==> src/rtl/seq_addsub_chunked_if.sv <==
// rtl/seq_addsub_chunked_if.sv - operand/result bundle for the chunked adder/subtractor
interface seq_addsub_chunked_if #(
  parameter int WIDTH = 16
);
  logic             start;
  logic             sub;
  logic [WIDTH-1:0] a;
  logic [WIDTH-1:0] b;
  logic             ci;
  logic             busy;
  logic             done;
  logic [WIDTH-1:0] s;
  logic             co;
  logic             ovf;

  modport master (
    output start, sub, a, b, ci,
    input  busy, done, s, co, ovf
  );

  modport slave (
    input  start, sub, a, b, ci,
    output busy, done, s, co, ovf
  );
endinterface

==> src/rtl/seq_addsub_chunked.sv <==
// rtl/seq_addsub_chunked.sv - multi-cycle adder/subtractor, CHUNK bits per clock
// Subtraction is folded into the latch step (b and ci inverted) so RUN only ever adds.
module seq_addsub_chunked #(
  parameter int WIDTH = 16,
  parameter int CHUNK = 4
) (
  input logic            clk,
  input logic            rst,
  seq_addsub_chunked_if.slave bus
);

  localparam int CHUNK_SAFE = (CHUNK < 1) ? 1 : CHUNK;
  localparam int NCH        = WIDTH / CHUNK_SAFE;
  localparam int IDXW       = (NCH > 1) ? $clog2(NCH) : 1;
  localparam logic [WIDTH-1:0] CMASK = WIDTH'({CHUNK_SAFE{1'b1}});

  generate
    if (CHUNK < 1) begin : g_bad_chunk
      $error("seq_addsub_chunked: CHUNK must be at least 1");
    end else if (WIDTH % CHUNK_SAFE != 0) begin : g_bad_width
      $error("seq_addsub_chunked: WIDTH must be a multiple of CHUNK");
    end
  endgenerate

  typedef enum logic [1:0] {
    IDLE = 2'd0,
    RUN  = 2'd1,
    DONE = 2'd2
  } state_t;

  state_t state;
  state_t state_nxt;

  logic [WIDTH-1:0]      ar;
  logic [WIDTH-1:0]      br;
  logic [WIDTH-1:0]      work;
  logic [WIDTH-1:0]      s_r;
  logic                  carry;
  logic                  co_r;
  logic                  ovf_r;
  logic [IDXW-1:0]       idx;

  logic                  last;
  logic [31:0]           base;
  logic [CHUNK_SAFE-1:0] a_chunk;
  logic [CHUNK_SAFE-1:0] b_chunk;
  logic [CHUNK_SAFE:0]   chunk_sum;
  logic [WIDTH-1:0]      work_nxt;
  logic                  ovf_nxt;

  always_ff @(posedge clk) begin
    if (rst) begin
      state <= IDLE;
    end else begin
      state <= state_nxt;
    end
  end

  always_comb begin
    state_nxt = state;
    case (state)
      IDLE:    if (bus.start) state_nxt = RUN;
      RUN:     if (last) state_nxt = DONE;
      DONE:    state_nxt = IDLE;
      default: state_nxt = IDLE;
    endcase
  end

  always_comb begin
    bus.busy = (state != IDLE);
    bus.done = (state == DONE);
  end

  // One chunk slice of the adder; the working register collects slices in place.
  always_comb begin
    last      = (idx == IDXW'(NCH - 1));
    base      = 32'(idx) * 32'(CHUNK_SAFE);
    a_chunk   = CHUNK_SAFE'(ar >> base);
    b_chunk   = CHUNK_SAFE'(br >> base);
    chunk_sum = {1'b0, a_chunk} + {1'b0, b_chunk} + {{CHUNK_SAFE{1'b0}}, carry};
    work_nxt  = (work & ~(CMASK << base)) | (WIDTH'(chunk_sum[CHUNK_SAFE-1:0]) << base);
    ovf_nxt   = (ar[WIDTH-1] == br[WIDTH-1]) && (work_nxt[WIDTH-1] != ar[WIDTH-1]);
  end

  always_ff @(posedge clk) begin
    if (rst) begin
      ar    <= '0;
      br    <= '0;
      work  <= '0;
      carry <= 1'b0;
      idx   <= '0;
      s_r   <= '0;
      co_r  <= 1'b0;
      ovf_r <= 1'b0;
    end else begin
      case (state)
        IDLE: begin
          if (bus.start) begin
            ar    <= bus.a;
            br    <= bus.sub ? ~bus.b : bus.b;
            carry <= bus.ci ^ bus.sub;
            work  <= '0;
            idx   <= '0;
          end
        end
        RUN: begin
          work  <= work_nxt;
          carry <= chunk_sum[CHUNK_SAFE];
          if (last) begin
            // Results are published only here, so partial sums never reach the outputs.
            s_r   <= work_nxt;
            co_r  <= chunk_sum[CHUNK_SAFE];
            ovf_r <= ovf_nxt;
            idx   <= '0;
          end else begin
            idx <= idx + IDXW'(1);
          end
        end
        default: ;
      endcase
    end
  end

  assign bus.s   = s_r;
  assign bus.co  = co_r;
  assign bus.ovf = ovf_r;

endmodule

==> src/flat_wrapper.sv <==
// flat-port wrapper written by rule: the top's interface ports become plain ports
module seq_addsub_chunked_flat 
#(
  parameter int WIDTH = 16,
  parameter int CHUNK = 4
)
  (clk, rst, bus_start, bus_sub, bus_a, bus_b, bus_ci, bus_busy, bus_done, bus_s, bus_co, bus_ovf);
  seq_addsub_chunked_if #(.WIDTH(WIDTH)) bus_i ();
  input logic clk;
  input logic rst;
  input wire logic [$bits(bus_i.start)-1:0] bus_start;
  input wire logic [$bits(bus_i.sub)-1:0] bus_sub;
  input wire logic [$bits(bus_i.a)-1:0] bus_a;
  input wire logic [$bits(bus_i.b)-1:0] bus_b;
  input wire logic [$bits(bus_i.ci)-1:0] bus_ci;
  output wire logic [$bits(bus_i.busy)-1:0] bus_busy;
  output wire logic [$bits(bus_i.done)-1:0] bus_done;
  output wire logic [$bits(bus_i.s)-1:0] bus_s;
  output wire logic [$bits(bus_i.co)-1:0] bus_co;
  output wire logic [$bits(bus_i.ovf)-1:0] bus_ovf;
  assign bus_i.start = bus_start;
  assign bus_i.sub = bus_sub;
  assign bus_i.a = bus_a;
  assign bus_i.b = bus_b;
  assign bus_i.ci = bus_ci;
  assign bus_busy = bus_i.busy;
  assign bus_done = bus_i.done;
  assign bus_s = bus_i.s;
  assign bus_co = bus_i.co;
  assign bus_ovf = bus_i.ovf;
  seq_addsub_chunked #(.WIDTH(WIDTH), .CHUNK(CHUNK)) u_core (.clk(clk), .rst(rst), .bus(bus_i));
endmodule
==> config.mk <==
export PLATFORM = sky130hd
export DESIGN_NAME = seq_addsub_chunked_flat
export DESIGN_NICKNAME = d
export VERILOG_FILES = /design/src/rtl/seq_addsub_chunked_if.sv /design/src/rtl/seq_addsub_chunked.sv /design/src/flat_wrapper.sv
export SDC_FILE = /design/constraint.sdc
export NUM_CORES = 1
export LEC_CHECK = 0
export BUFFER_PORTS_ARGS = -buffer_cell sky130_fd_sc_hd__clkbuf_2
export CAP_MARGIN = 20
export CELL_PAD_IN_SITES_DETAIL_PLACEMENT = 1
export CELL_PAD_IN_SITES_GLOBAL_PLACEMENT = 1
export CORE_AREA = 5 5 93 95
export DETAILED_ROUTE_END_ITERATION = 8
export DIE_AREA = 0 0 98 100
export PLACE_DENSITY = 0.84
export SLEW_MARGIN = 5
export SYNTH_ARGS = -nofsm -noshare
export SYNTH_HDL_FRONTEND = slang
export SYNTH_SLANG_ARGS = --single-unit
==> constraint.sdc <==
create_clock -name clk -period 3.7 [get_ports clk]
set_input_delay 0.555 -clock clk [delete_from_list [all_inputs] [get_ports clk]]
set_output_delay 0.555 -clock clk [all_outputs]
set_load 0.03 [all_outputs]
# Word-level counts from Yosys, hierarchy flattened
# Index checks and enable logic that the tools add are counted.
# totals
ff_bits,71
latchBits,0
ram_bits,0
rom_bits,0
in_bits,37
n_memories,0
# classes
addsub,3
multipliers,0
div,0
n_lt_le_gt_ge,0
eq_ne,7
n_shift,4
mux,11
bitwise_logic,5
reduce_logical,8
# op_table
op,n
$mux 16,2
$not 16->16,2
$pmux 16 s2,1
$shr 16x4->4,2
$and 16x16->16,1
$or 16x16->16,1
$shl 4x4->16,1
$shl 4x4->16 const A,1
$mux 2,4
$pmux 2 s2,2
$reduce_and 2->1,4
$add 4x4->5,1
$add 5x1->5,1
$eq 2x2->1 const B,2
$reduce_bool 2->1,2
$add 2x1->2 const B,1
$eq 2x1->1 const B,1
$logic_not 2->1,1
$ne 2x1->1 const B,1
$ne 2x2->1 const B,1
$pmux 1 s2,1
$eq 1x1->1,1
$logic_and 1x1->1,1
$mux 1,1
other kinds (2),2

# Longest topological paths before layout
# Gate-level depths: netlist (run 1).
# logic_depth
ltp_word,7
mapped_depth,8

# Worst setup path after synthesis (run 1)
# OpenSTA, ideal clock, no wires.
# synth_timing
path_type,reg2reg
startpoint,register u_core.idx[0]
endpoint,"register u_core.ovf_r, in the netlist u_core.bus.ovf"
setup_time_ns,0.088
arrival_ns,2.735
slack_ns,0.877
stages_incl_launch_ff,9
n_path_buf,2
synth_period_minus_slack_ns,2.823
cell_sequence,dfxtp_1 buf_2 mux4_2 fa_1 and3_1 or3_1 buf_6 a31o_1 a311oi_2
# synth_via
elab_chain_len,7
word_cells_on_any_way,13
cone_classes,add/sub (2); eq/ne (2); shift (4); bitwise (3); reduce/logical (2)
# synth_rtl
item,line,source
start: declaration,seq_addsub_chunked.sv:41,logic [IDXW-1:0] idx;
start signal: assignment,seq_addsub_chunked.sv:116,idx <= idx + IDXW'(1);
"$shr 16x4->4, on equally long branches","seq_addsub_chunked.sv:78, seq_addsub_chunked.sv:79",
$add 4x4->5,seq_addsub_chunked.sv:80,"chunk_sum = {1'b0, a_chunk} + {1'b0, b_chunk} + {{CHUNK_SAFE{1'b0}}, carry};"
$add 5x1->5,seq_addsub_chunked.sv:80,
$shl 4x4->16,seq_addsub_chunked.sv:81,work_nxt = (work & ~(CMASK << base)) | (WIDTH'(chunk_sum[CHUNK_SAFE-1:0]) << base);
$or 16x16->16,seq_addsub_chunked.sv:81,
$ne 1x1->1,seq_addsub_chunked.sv:82,ovf_nxt = (ar[WIDTH-1] == br[WIDTH-1]) && (work_nxt[WIDTH-1] != ar[WIDTH-1]);
$logic_and 1x1->1,seq_addsub_chunked.sv:82,
end signal: assignment,seq_addsub_chunked.sv:113,ovf_r <= ovf_nxt;
end: declaration,seq_addsub_chunked.sv:40,logic ovf_r;
# Parallel ways exist; a longest one is shown, timed or not.
# A chain may end at the register's enable or synchronous reset.

# Final worst setup path (run 1)
# Ends and elaborated chain as after synthesis.

==> metrics.md, run 1 <==
| Metric | Value |
|---|---|
| Cts hold-fix bufs | 0 |
| Top-Level Pins | 57 |
| Number of synthesized flops with an enable pin | 0 |
| Crit Path Category | reg -> reg |
| Least-Margin Pin Slew | approximately 0.92 ns |
| Yosys Warn Count | 0 |
| Slew Limit Headroom | 38.3% |
| ANT nets after route | 0 |
| Iteration-0 DRC Markers | 112 |
| NetSw | 0.434 mW |
| 1st-pass router iterations | 4 |
| Crit-path max FO | 10 |
| FF-to-FF Start | u_core.idx[0] |
| Max-cap violations | 0 |
| Tot GR Track Use | between 15 and 20% |
| Mapped Area | 3090 sq um |
| Worst VDD drop | 0.000185 V |
| Switching Share | 27.4% |
| Setup slack, reg-to-reg | roughly 0.7 ns |
| Global-route wire length before repair | 13.7 mm |
| Global-route met1 utilization | roughly a fifth |
| Yosys top cell by area | dfxtp_1 |
| Worst skew pair latency | 0.35 ns |
| GRT met3 Usage | under 10% |
| Clock tree buffer depth | 2 |
| Antenna violations before repair | 0 |
| Cell area after layout | 3580 sq um |
| CP Capture Type | register |
| Die ar. | 9800 sq um |
| Synth top area cells | dfxtp_1, a21oi_1, a211oi_1, mux4_2, nand2_1 |
| Met2 usage | between 30% and 40% |
| Cell variety after synth | 37 |
| WL/cell | 15.9 microns |
| Sequential power share | slightly below 50% |
| Largest net degree at the start of global routing | 49 |
| Syn nets | 397 |
| Yosys reg bits | 67 |
| Status | finished clean |
| Logic pwr share | 15.3% |
| Pins Over Slew Limit | 0 |
| Die X | 98 microns |
| H-tree levels | 3 |
| Ant diodes | 0 |
| Min cycle time layout | ~3.0 ns |
| Clock power frac | 35.4% |
| Required time worst endpoint | 3.96 ns |
| Reg clk slew, reported paths | 0.07 ns |
| CTS Buf Count | 9 |
| Hold Path Stages | 3 |
| Gr ovfl total | 0 |
| Setup TNS | 0 ns |
| Starting Density | 40.4% |
| Commonest non-fill, non-tap cell in the layout | dfxtp_1 |
| NumNets Final | 439 |
| Post-Syn Instances | 351 |
| Final Cycle Share | 81.0% |
| Clk_skew | about 0.008 ns |
| FF-to-FF End | u_core.bus.ovf |
| Vias/cell | 5.26 |
| PostCTS Resize Cnt | 0 |
| FILL cells | slightly above 900 |
| Final hold vios | 0 |
| Yosys top cell area share | 43.4% |
| GPL Wtd Cong | 0.828 |
| Post-CTS Setup Bufs | 0 |
| R2R depth | 7 |
| HP Class | in -> reg |
| HPWL Detailed | roughly 5.8 mm |
| Root Driver | clkbuf_8 |
| Critical Path Source Type | register |
| Routed wire length | 7.95 mm |
| CTS tree | yes |
| Via count | 2,625 |
| # DRC | 0 |
| Async SR Flop Fraction | 0% |
| Syn_area_per_cell | 8.81 sq um |
| Core Region | around 7600 sq um |
| Busiest metal layer after global routing | met2 |
| Std cell rows | 32 |
| RSZ-0062 raised after global routing | no |
| P&R area growth vs syn | 15.8% |
| Internal Pwr Total | 1.15 mW |
| Share of cells above drive strength 1 | 21.7% |
| Crit path DAT | 3.26 ns |
| Sequential-to-total area share from yosys stat | 43.4% |
| Hold_sp | bus_a[2] |
| Hold EP | u_core.ar[2] |
| Clock Sinks | 67 |
| F_max | ~330 MHz |
| # setup viols final | 0 |
| Commonest non-fill, non-tap cells in the layout | dfxtp_1, clkbuf_2, nand2_1 |
| Power density over the cells | 442 nW/um^2 |
| Pleak | between 1 and 1.5 nW |
| Die extent in y | 100 microns |
| Ys flop type | dfxtp_1 |
| Vias in the first global route | between 2,000 and 3,000 |
| Number of port buffers | 56 |
| Placed standard-cell area | approximately 3400 sq um |
power groups by stage:
stage | Combinational (mW) | Clock [mW] | Sequential (mW)
3_5_place_dp | 0.238 | 0 | 0.798
5_1_grt | 0.268 | 0.606 | 0.786
2_1_floorplan | 0.181 | 0 | 0.785
6_report | 0.241 | 0.559 | 0.781
4_1_cts | 0.239 | 0.578 | 0.781
3_3_place_gp | 0.227 | 0 | 0.796
cell type report:
type / count / area [sq um] / share of cell area [%]
inverters: 5 / 18.8 / 0.524
flip-flops and latches: 67 / 1340 / 37.5
multi-input cells: 250 / 1600 / 44.6
clock inverters: 2 / 10.0 / 0.280
repair buffers: 60 / 318 / 8.87
well taps: 102 / 128 / 3.56
clock buffers: 13 / 169 / 4.72
synth_stat cells (7+ instances only):
cell type  instances
buf_2             11
dfxtp_1           67
nand3_1           16
ha_1               7
a21oi_1           45
a211oi_1          26
clkbuf_1          12
nand2_1           48
mux4_2             8
nand2b_1          10
xnor2_1           17
nor2_1            33
layer usage:
metal,share of wire [%],routed length (microns)
met1,42,3360
met2,52,4160
met3,4.2,335
met4,1.2,95
met5,0,0
flip-flops by register name, summed over array words and instances (netlist names):
name	cells
u_core.ar	16
u_core.work	12
u_core.idx	2
u_core.carry	1
u_core.br	16
u_core.bus.co	1
u_core.state	2
u_core.bus.ovf	1
u_core.bus.s	16
logic make-up (layout without fill, tap and decap cells):
logic type | Yosys count | count (layout) | synth area share (%)
fa+ha+maj | 9 | 9 | 4.13
mux | 8 | 8 | 5.83
simple gates | 124 | 124 | 18.0
buf+inv | 34 | 80 | 5.06
compound gates | 91 | 91 | 18.5
flops | 67 | 67 | 43.4
xor+xnor | 18 | 18 | 5.10
worst max-delay path, cell delays in order, from the launching register on:
cell and delay (ns):
dfxtp_1 0.58, buf_4 0.26, mux4_2 0.51, ha_1 0.36
a21o_1 0.22, o21ai_1 0.49, nand4_1 0.20, a311oi_2 0.29
how the worst max path moves through the flow:
stage / slack (ns) / start / cells past startpoint / end
4_1_cts: 0.68 / u_core.idx[0] / 7 / u_core.carry
6_report: 0.70 / u_core.idx[0] / 7 / u_core.bus.ovf
5_1_grt: 0.52 / u_core.idx[0] / 7 / u_core.bus.s[2]
2_1_floorplan: 0.88 / u_core.idx[0] / 8 / u_core.bus.ovf
3_3_place_gp: 0.79 / u_core.idx[0] / 7 / u_core.carry
3_5_place_dp: 0.70 / u_core.idx[0] / 7 / u_core.carry
through the flow:
stage | utilization (%) | hold WS (ns) | worst slack [ns] | total power, mW | cells
CTS | 46.6 | 0.411 | 0.677 | 1.60 | 498
global route | 46.8 | 0.430 | 0.525 | 1.66 | 499
detailed placement | 44.3 | 0.448 | 0.696 | 1.04 | 483
finish | 46.8 | 0.429 | 0.702 | 1.58 | 499
global placement | 44.3 | 0.441 | 0.787 | 1.02 | 483
floorplan | - | 0.433 | 0.877 | 0.966 | 351
Power figures use the tool's default switching activity.
==> run 2: changes to the inputs <==
CORE_AREA = 5 5 98 100   (was 5 5 93 95)
DIE_AREA = 0 0 103 105   (was 0 0 98 100)
PLACE_DENSITY = 0.8   (was 0.84)
clock period = 2.65 ns   (was 3.7 ns; I/O delays follow)
==> run 2 against run 1 <==
  * Clock skew increased by 0.0063 ns
  * Sequential share of layout area decreased by 1.2 points
  * Highest routed layer unchanged
  * Die area increased by 10%
  * Via count increased by 4.0%
  * Core utilization decreased by 3.7 points
  * Cell area increased by 3.5%
  * Power increased by 45%
  * Maximum frequency increased by 18%
  * Sequential cell count unchanged
  * Critical path depth unchanged
==> metrics.md, run 2 (synthesis results as in run 1) <==
| Metric | Value |
|---|---|
| Min cycle time layout | 2.54 ns (-0.462 ns) |
| # DRC | 0 (unchanged) |
| CP Capture Type | register |
| Die extent in y | 105 microns (+5.0%) |
| Largest net degree at the start of global routing | 40 (-18%) |
| Highest Signal Layer | met4 |
| Max-cap violations | 0 (unchanged) |
| ANT nets after route | 0 (unchanged) |
| Top-Level Pins | 57 (unchanged) |
| HP Class | in -> reg |
| Required time worst endpoint | 2.91 ns (-1.05 ns) |
| Met3 wire len | 413 microns (+23%) |
| Met1 wire length | 3.50 mm (+4.2%) |
| P&R area growth vs syn | 19.8% |
| Worst hold slack | 0.270 ns (-0.159 ns) |
| Std cell rows | 34 (+6.3%) |
| Crit-path max FO | 12 (+2) |
| Starting Density | 36.0% (-4.5 points) |
| Commonest non-fill, non-tap cells in the layout | dfxtp_1, clkbuf_2, nand2_1 |
| Pleak | 1.43 nW (+3.2%) |
| Root Driver | clkbuf_8 |
| F_max | 394 MHz (+18%) |
| Crit path DAT | 2.79 ns (-0.47 ns) |
| Commonest non-fill, non-tap cell in the layout | dfxtp_1 |
| Reg clk slew, reported paths | 0.08 ns (about the same) |
| Clk_skew | 0.0142 ns (+0.00631 ns) |
| Worst VDD drop | 0.000250 V (+35%) |
| Global-route wire length before repair | 14.1 mm (+2.8%) |
| 1st-pass router iterations | 4 (unchanged) |
| Tot GR Track Use | 16.5% (-0.83 points) |
| NumNets Final | 446 (+1.6%) |
| Final hold vios | 0 (unchanged) |
| CTS tree | yes |
| Share of cells above drive strength 1 | 24.7% (+3.0 points) |
| Power, Total | 2.30 mW (+45%) |
| Number of port buffers | 56 (unchanged) |
| H-tree levels | 3 (unchanged) |
| Layout Cells excl Fill | 513 (+2.8%) |
| Iteration-0 DRC Markers | 126 (+13%) |
| Least-Margin Pin Slew | 0.868 ns (-0.0573 ns) |
| Ant diodes | 0 (unchanged) |
| Vias in the first global route | 2,868 (-0.80%) |
| WL/cell | 16.4 microns (+2.7%) |
| Power density over the cells | 620 nW/um^2 (+40%) |
| DR WL met2 | 4.38 mm (+5.2%) |
| CTS Buf Count | 9 (unchanged) |
| Worst skew pair latency | 0.35 ns (about the same) |
| RSZ-0062 raised after global routing | no |
| HPWL Detailed | 6.20 mm (+7.1%) |
| Die X | 103 microns (+5.1%) |
| Critical Path Source Type | register |
| Crit Path Category | reg -> reg |
| GPL Wtd Cong | 0.836 (+0.98%) |
| Setup TNS | 0 ns (unchanged) |
| Via count | 2,731 (+4.0%) |
| Placed Instances | 495 (+2.5%) |
| Vias/cell | 5.32 (+1.2%) |
| Final Cycle Share | 95.7% (+15 points) |
| Die ar. | 10,800 sq um (+10%) |
| Clock tree buffer depth | 2 (unchanged) |
| Gr ovfl total | 0 (unchanged) |
| Pins Over Slew Limit | 0 (unchanged) |
| Core Region | 8590 sq um (+12%) |
| Slew Limit Headroom | 42.2% (+3.8 points) |
| # setup viols final | 0 (unchanged) |
| Clock Sinks | 67 (unchanged) |
| Status | finished clean |
| Antenna violations before repair | 0 (unchanged) |
| Routed wire length | 8.40 mm (+5.5%) |
==> run 2: cell types whose count changed in the layout (fill, tap and decap cells not counted), sizes merged <==
cell,before,now
clkbuf,69,67
bufinv,0,1
clkinv,2,3
buf,4,11
clkinvlp,0,1
==> run 2: path summary, 6_finish.rpt <==
path                                        to  slack [ns]  depth (start not counted)           from
worst max-delay path            u_core.bus.ovf        0.11                          7  u_core.idx[0]
worst min-delay path             u_core.ar[10]        0.27                          3      bus_a[10]
worst max register to register  u_core.bus.ovf        0.11                          7  u_core.idx[0]
worst min register to register    u_core.ar[4]        0.46                          2   u_core.ar[4]
==> run 2: layer usage <==
| layer | vias up | global-route usage [%] |
|---|---|---|
| met2 | 66 | 27.9 |
| met3 | 12 | 4.40 |
| met5 | - | 0 |
| li1 | 1322 | - |
| met1 | 1331 | 19.9 |
| met4 | 0 | 5.92 |
==> run 2: area by class of cell <==
type / instances / area (sq um)
clock buffer: 11 / 141
clock inverter: 5 / 52.6
fill: 1044 / 4890
inverter: 5 / 18.8
multi-input combinational: 250 / 1620
sequential: 67 / 1350
tap: 108 / 135
timing repair buffer: 67 / 395
==> run 2: per-stage QoR <==
| step | setup slack (ns) | area, sq um | util [%] |
|---|---|---|---|
| final | 0.114 | 3700 | 43.1 |
| after global routing | 0.0177 | 3700 | 43.1 |
| after CTS | 0.00608 | 3670 | 42.7 |
| after detailed placement | -0.0634 | 3470 | 40.3 |
| after global placement | 0.0479 | 3470 | 40.3 |
| after floorplan | 0.00595 | 3100 | - |
==> run 2: power breakdown <==
group | internal (mW) | total, mW | switching [mW] | leakage, nW
clock network | 0.456 | 0.844 | 0.388 | 0.0991
registers | 1.05 | 1.09 | 0.0352 | 0.548
logic | 0.157 | 0.365 | 0.208 | 0.782
total | 1.67 | 2.30 | 0.631 | 1.43
==> run 2: repair_timing <==
item | in CTS | in global routing
hold buffers | 0 | 0
buffers inserted | 0 | 2
setup endpoints to repair | 7 | 15
pin swaps | 0 | 1
gates resized for setup | 3 | 5
==> run 2: worst max-delay path: stages, from the launching register on <==
cell and delay [ns]:
dfxtp_4 0.38, buf_8 0.15, mux4_2 0.56, ha_1 0.32, and3_1 0.21, or3_1 0.37
a31o_1 0.24, a311oi_2 0.23
